File: src/rtl/bs_tap_pkg.sv
// Shared TAP state encodings (IEEE 1149.1 Table 6-3) and default opcodes.
package bs_tap_pkg;

  typedef enum logic [3:0] {
    EXIT2_DR         = 4'h0,
    EXIT1_DR         = 4'h1,
    SHIFT_DR         = 4'h2,
    PAUSE_DR         = 4'h3,
    SELECT_IR        = 4'h4,
    UPDATE_DR        = 4'h5,
    CAPTURE_DR       = 4'h6,
    SELECT_DR        = 4'h7,
    EXIT2_IR         = 4'h8,
    EXIT1_IR         = 4'h9,
    SHIFT_IR         = 4'hA,
    PAUSE_IR         = 4'hB,
    RUN_IDLE         = 4'hC,
    UPDATE_IR        = 4'hD,
    CAPTURE_IR       = 4'hE,
    TEST_LOGIC_RESET = 4'hF
  } tap_state_t;

  localparam int         IR_WIDTH_DEF  = 4;
  localparam logic [3:0] OP_EXTEST_DEF = 4'b0000;
  localparam logic [3:0] OP_SAMPLE_DEF = 4'b0001;
  localparam logic [3:0] OP_BYPASS_DEF = 4'b1111;

endpackage

File: src/rtl/bs_tap_fsm.sv
// TAP state register and next-state logic; one transition per TCK, never stalls.
// state_nxt is exposed so the parent can act on the state being entered.
module bs_tap_fsm
  import bs_tap_pkg::*;
(
  input  logic       clk,
  input  logic       rst,
  input  logic       tms,
  output tap_state_t state,
  output tap_state_t state_nxt
);

  tap_state_t state_q, state_d;

  always_comb begin
    state_d = state_q;
    case (state_q)
      TEST_LOGIC_RESET: state_d = tms ? TEST_LOGIC_RESET : RUN_IDLE;
      RUN_IDLE:         state_d = tms ? SELECT_DR        : RUN_IDLE;
      SELECT_DR:        state_d = tms ? SELECT_IR        : CAPTURE_DR;
      SELECT_IR:        state_d = tms ? TEST_LOGIC_RESET : CAPTURE_IR;
      CAPTURE_DR:       state_d = tms ? EXIT1_DR         : SHIFT_DR;
      SHIFT_DR:         state_d = tms ? EXIT1_DR         : SHIFT_DR;
      EXIT1_DR:         state_d = tms ? UPDATE_DR        : PAUSE_DR;
      PAUSE_DR:         state_d = tms ? EXIT2_DR         : PAUSE_DR;
      EXIT2_DR:         state_d = tms ? UPDATE_DR        : SHIFT_DR;
      UPDATE_DR:        state_d = tms ? SELECT_DR        : RUN_IDLE;
      CAPTURE_IR:       state_d = tms ? EXIT1_IR         : SHIFT_IR;
      SHIFT_IR:         state_d = tms ? EXIT1_IR         : SHIFT_IR;
      EXIT1_IR:         state_d = tms ? UPDATE_IR        : PAUSE_IR;
      PAUSE_IR:         state_d = tms ? EXIT2_IR         : PAUSE_IR;
      EXIT2_IR:         state_d = tms ? UPDATE_IR        : SHIFT_IR;
      UPDATE_IR:        state_d = tms ? SELECT_DR        : RUN_IDLE;
    endcase
  end

  always_ff @(posedge clk) begin
    if (rst) begin
      state_q <= TEST_LOGIC_RESET;
    end else begin
      state_q <= state_d;
    end
  end

  assign state     = state_q;
  assign state_nxt = state_d;

endmodule

File: src/rtl/bs_tap_controller.sv
// IEEE 1149.1 TAP controller: IR, bypass bit and boundary-scan cell controls.
// TDO/TdoEn lag the state by one TCK; cell controls decode the current state.
module bs_tap_controller
  import bs_tap_pkg::*;
#(
  parameter int                  IR_WIDTH  = IR_WIDTH_DEF,
  parameter logic [IR_WIDTH-1:0] OP_EXTEST = IR_WIDTH'(OP_EXTEST_DEF),
  parameter logic [IR_WIDTH-1:0] OP_SAMPLE = IR_WIDTH'(OP_SAMPLE_DEF),
  parameter logic [IR_WIDTH-1:0] OP_BYPASS = '1
) (
  input  logic                Clock,
  input  logic                Rst,
  input  logic                TMS,
  input  logic                TDI,
  input  logic                BsrSout,
  output logic                BsrSin,
  output logic                ShiftBR,
  output logic                ClockBR,
  output logic                UpdateBR,
  output logic                ModeControl,
  output logic                RstBar,
  output logic                TDO,
  output logic                TdoEn,
  output logic [3:0]          TapState,
  output logic [IR_WIDTH-1:0] Instruction
);

  tap_state_t          state, state_nxt;
  logic [IR_WIDTH-1:0] ir_sr_q, ir_sr_d;
  logic [IR_WIDTH-1:0] instr_q, instr_d;
  logic                bypass_q, bypass_d;
  logic                tdo_q, tdo_d;
  logic                tdo_en_q, tdo_en_d;
  logic                bsr_sel;

  bs_tap_fsm u_fsm (
    .clk       (Clock),
    .rst       (Rst),
    .tms       (TMS),
    .state     (state),
    .state_nxt (state_nxt)
  );

  // Any opcode other than EXTEST/SAMPLE falls back to the bypass path.
  assign bsr_sel = (instr_q == OP_EXTEST) || (instr_q == OP_SAMPLE);

  always_comb begin
    ir_sr_d  = ir_sr_q;
    instr_d  = instr_q;
    bypass_d = bypass_q;
    tdo_d    = tdo_q;
    tdo_en_d = (state == SHIFT_IR) || (state == SHIFT_DR);
    case (state)
      CAPTURE_IR: ir_sr_d = {{(IR_WIDTH-1){1'b0}}, 1'b1};
      SHIFT_IR: begin
        ir_sr_d = {TDI, ir_sr_q[IR_WIDTH-1:1]};
        tdo_d   = ir_sr_q[0];
      end
      UPDATE_IR: instr_d = ir_sr_q;
      CAPTURE_DR: begin
        if (!bsr_sel) bypass_d = 1'b0;
      end
      SHIFT_DR: begin
        if (!bsr_sel) bypass_d = TDI;
        tdo_d = bsr_sel ? BsrSout : bypass_q;
      end
      default: ;
    endcase
    // Looking at the entered state makes Instruction read BYPASS in the same cycle as TLR.
    if (state_nxt == TEST_LOGIC_RESET) instr_d = OP_BYPASS;
  end

  always_ff @(posedge Clock) begin
    if (Rst) begin
      ir_sr_q  <= '0;
      instr_q  <= OP_BYPASS;
      bypass_q <= 1'b0;
      tdo_q    <= 1'b0;
      tdo_en_q <= 1'b0;
    end else begin
      ir_sr_q  <= ir_sr_d;
      instr_q  <= instr_d;
      bypass_q <= bypass_d;
      tdo_q    <= tdo_d;
      tdo_en_q <= tdo_en_d;
    end
  end

  assign BsrSin      = TDI;
  assign ShiftBR     = bsr_sel && (state == SHIFT_DR);
  assign ClockBR     = bsr_sel && ((state == CAPTURE_DR) || (state == SHIFT_DR));
  assign UpdateBR    = bsr_sel && (state == UPDATE_DR);
  assign ModeControl = (instr_q == OP_EXTEST);
  assign RstBar      = (state != TEST_LOGIC_RESET);
  assign TDO         = tdo_q;
  assign TdoEn       = tdo_en_q;
  assign TapState    = state;
  assign Instruction = instr_q;

endmodule
File: config.mk
export PLATFORM = sky130hd
export DESIGN_NAME = bs_tap_controller
export DESIGN_NICKNAME = d
export VERILOG_FILES = /design/src/rtl/bs_tap_pkg.sv /design/src/rtl/bs_tap_fsm.sv /design/src/rtl/bs_tap_controller.sv
export SDC_FILE = /design/constraint.sdc
export NUM_CORES = 1
export LEC_CHECK = 0
export CORE_UTILIZATION = 40
export CTS_BUF_LIST = sky130_fd_sc_hd__clkbuf_2
export CTS_CLUSTER_DIAMETER = 80
export DETAILED_ROUTE_END_ITERATION = 10
export GPL_ROUTABILITY_DRIVEN = 0
export GPL_TIMING_DRIVEN = 0
export PLACE_DENSITY_LB_ADDON = 0.1
export REMOVE_ABC_BUFFERS = 1
export SLEW_MARGIN = 0
export SYNTH_ARGS = -nofsm -noshare
export SYNTH_HDL_FRONTEND = slang
export SYNTH_SLANG_ARGS = --single-unit
File: constraint.sdc
create_clock -name Clock -period 1.49 [get_ports Clock]
set_input_delay 0.149 -clock Clock [delete_from_list [all_inputs] [get_ports Clock]]
set_output_delay 0.149 -clock Clock [all_outputs]
set_load 0.005 [all_outputs]
==> run metrics <==
fillers=between 150 and 200; die area=between 2000 and 2500 µm²; Routed Wire Length=approximately 1800 µm; proportion of layout cells with a drive suffix above 1=a little under a third; Inserted Diodes=0; Critical-path top delay cell=dfxtp_4; worst relative slew slack=64.25%; Yosys top cell by area=dfxtp_1; Mapped Cells=between 80 and 90; crit end category=primary output; DRC violations left=0; CTS tree=yes; sequential cell area=between 300 and 400 µm²; Power Density=between 800 and 900 nW/µm²; core area=about 1700 µm²; Tcrit/Tclk final=103.8%; crit path kind=register to primary output; Yosys cell types=28; vias per std cell=5.271; largest family of logic cells by synthesized area=simple AND/OR/NAND/NOR gates; Lkg Pwr=between 0.4 and 0.5 nW; Synth Area in Compound Gates=16.42%; Yosys reg bits=15; Slew Limit Fails=0; row count=15; clock root cell=clkbuf_2; top cell type's share of synthesized area=between 30% and 40%; I/O pins=21; Seq/Total Area, Yosys=approximately 40%; vias in the first global route=between 600 and 700; outcome=complete, but fails checks; first-pass GRT wire length=about 2900 µm; first drt pass iteration count=4; total track usage=a little under a fifth; Final Hold Vio Count=0; die width=roughly 45 µm; Mean Syn Cell Area=~8.7 µm²; chip height=approximately 45 µm; simple-gate share of the synthesized area=around a third; clk sinks=15; via count=around 760; worst path required time=around 1.3 ns; area grow syn2layout=49.75%; hold_buf cts=0; wire length per cell=approximately 13 µm; Worst Setup SP=u_fsm.state[1]$_SDFF_PP1_; initial DRC count=14; HPWL after DPL=~1100 µm; multiplexer share of the synthesized area=between 5 and 6%; CP top delay family=simple AND/OR/NAND/NOR gates; total design power=between 0.0009 and 0.001 W; Post-DRT Antenna Nets=0; VDD IR-drop max=536.1 µV; data arrival time of the worst path=approximately 1.4 ns; CP peak stage delay=approximately 0.38 ns; Reg-to-Reg Start=u_fsm.state[2]$_SDFF_PP1_; CP bufs+invs=2; Bufs on Longest Clock Path=2; R2R Setup Slk=roughly 0.09 ns; TritonCTS Buffers=3; yosys warns=0; # H-tree levels=1; top post-synthesis cells by area=dfxtp_1 (40%), nand3b_1 (8.0%), mux2i_1 (5.3%); initial antenna violation count=0; Cell Area, Synth=between 700 and 800 µm²; area of the multi-input gates=431.7 µm²; max cap viols=0; post-route cell area=1130 µm²; adder-cell area share of the yosys netlist=0%; Clock Latency Late Sink=around 0.27 ns; HP Class=register to register; CP Cell Sequence=buf_8, or2b_4, nor4_2, buf_2; final worst path period need=about 1.5 ns; clk slew on worst S/H paths=~0.15 ns; startpoint types=register; grt ovf=0; Layout Nets=125; Initial Util=43.23%; Final Util=between 60 and 70%; hold_sp=bypass_q$_SDFFE_PP0P_; # setup viols final=2; port bufs=20; Area after DPL=947.2 µm²; final setup margin=-0.05642 ns; maximum number of pins on one net before global-route repair=21; Synth Area in XOR/XNOR=0%; Slew @ Worst Pin=approximately 0.53 ns; Fmax=~650 MHz; RSZ-0062 raised after global routing=yes; failing checks=negative setup slack; Layout Skew=0.001734 ns; Worst Path Max Fanout=6
## tightest hold or removal path, stage by stage, from the launching register on
cell and delay, ns:
dfxtp_1 0.34, o31ai_1 0.06, a21oi_1 0.06
## cell usage after synthesis
cell type	number
o31ai_2	1
o31ai_1	1
or2b_2	1
nand4b_1	1
a211o_1	3
a21oi_1	6
nor2_1	4
or4_1	1
and3b_1	1
buf_2	4
nand2b_1	3
mux2i_1	4
nand4_1	1
a21o_1	3
nor3_1	8
o22ai_1	1
nand2_1	6
nor4_1	1
dfxtp_1	15
nand3b_1	8
a2111o_1	1
buf_4	2
o21a_1	1
clkbuf_1	1
or3_1	2
or3b_4	1
inv_1	4
nand3_1	2
## state kept, by name, indices dropped and copies added, names as in the netlist
signal and cells:
TDO 1, TdoEn 1, bypass_q 1, ir_sr_q 4, u_fsm.state 4, Instruction 4
## timing repair
action | CTS | global route
setup endpoints to repair | 14 | 6
pin swaps | 1 | 5
resized for setup | 34 | 11
buffers inserted | 7 | 8
## per-stage QoR
stage / TNS [ns] / hold WS, ns / setup WS, ns / instances
after floorplan: 0 / 0.2181 / 0.1245 / 80
after global placement: -0.8369 / 0.4554 / -0.3158 / 125
after detailed placement: -0.7846 / 0.4684 / -0.3138 / 125
after CTS: -0.08355 / 0.4883 / -0.08355 / 136
after global routing: -0.3072 / 0.5224 / -0.1489 / 144
final: -0.09029 / 0.4897 / -0.05642 / 144
## placed cells by master (no fill, tap or decap), types with 2 or more instances in the layout
cell              n
mux2i_1           4
buf_2             4
a21o_1            3
clkbuf_2          4
a211o_1           3
buf_6             2
dfxtp_4           4
dfxtp_2           2
nor3_1            6
nand3_1           2
buf_4            11
buf_8             2
nand3b_1          8
inv_1             4
nand2_1           6
nor3_2            2
a21oi_1           6
dfxtp_1           9
dlymetal6s2s_1    2
nand2b_1          2
nor2_1            4
clkdlybuf4s50_1  12
## path summary, 6_finish.rpt
kind / end / cells past startpoint
min: bypass_q$_SDFFE_PP0P_ / 2
min reg2reg: bypass_q$_SDFFE_PP0P_ / 2
max: UpdateBR / 4
max reg2reg: Instruction[2]$_SDFFE_PP1N_ / 6
## logic make-up after synthesis
| family | count (synthesis) |
|---|---|
| simple gates | 40 |
| compound gates | 17 |
| flops | 15 |
| buf+inv | 11 |
| mux | 4 |
## report_power, final
| part | switching [W] | internal, W | total (W) |
|---|---|---|---|
| sequential | 0.0000402 | 0.000436 | 0.000476 |
| clock | 0.000129 | 0.0000608 | 0.000190 |
| combinational | 0.000138 | 0.000191 | 0.000329 |
| total | 0.000307 | 0.000688 | 0.000995 |
## final cells by class
| class | count | area share (%) |
|---|---|---|
| well taps | 25 | 2.769 |
| repair buffers | 35 | 27.80 |
| inverters | 4 | 1.329 |
| multi-input cells | 61 | 38.21 |
| flip-flops and latches | 15 | 28.13 |
| clock buffers | 3 | 1.329 |
| clock inverters | 1 | 0.4430 |
## metal layers
layer  vias up  wire [µm]  GRT usage [%]
met2        19        874          28.00
met4         0         10          7.273
met3         2         74          3.571
li1        378          -              -
met5         -          0              0
met1       360        867          27.56
(Power assumes the default switching activity.)
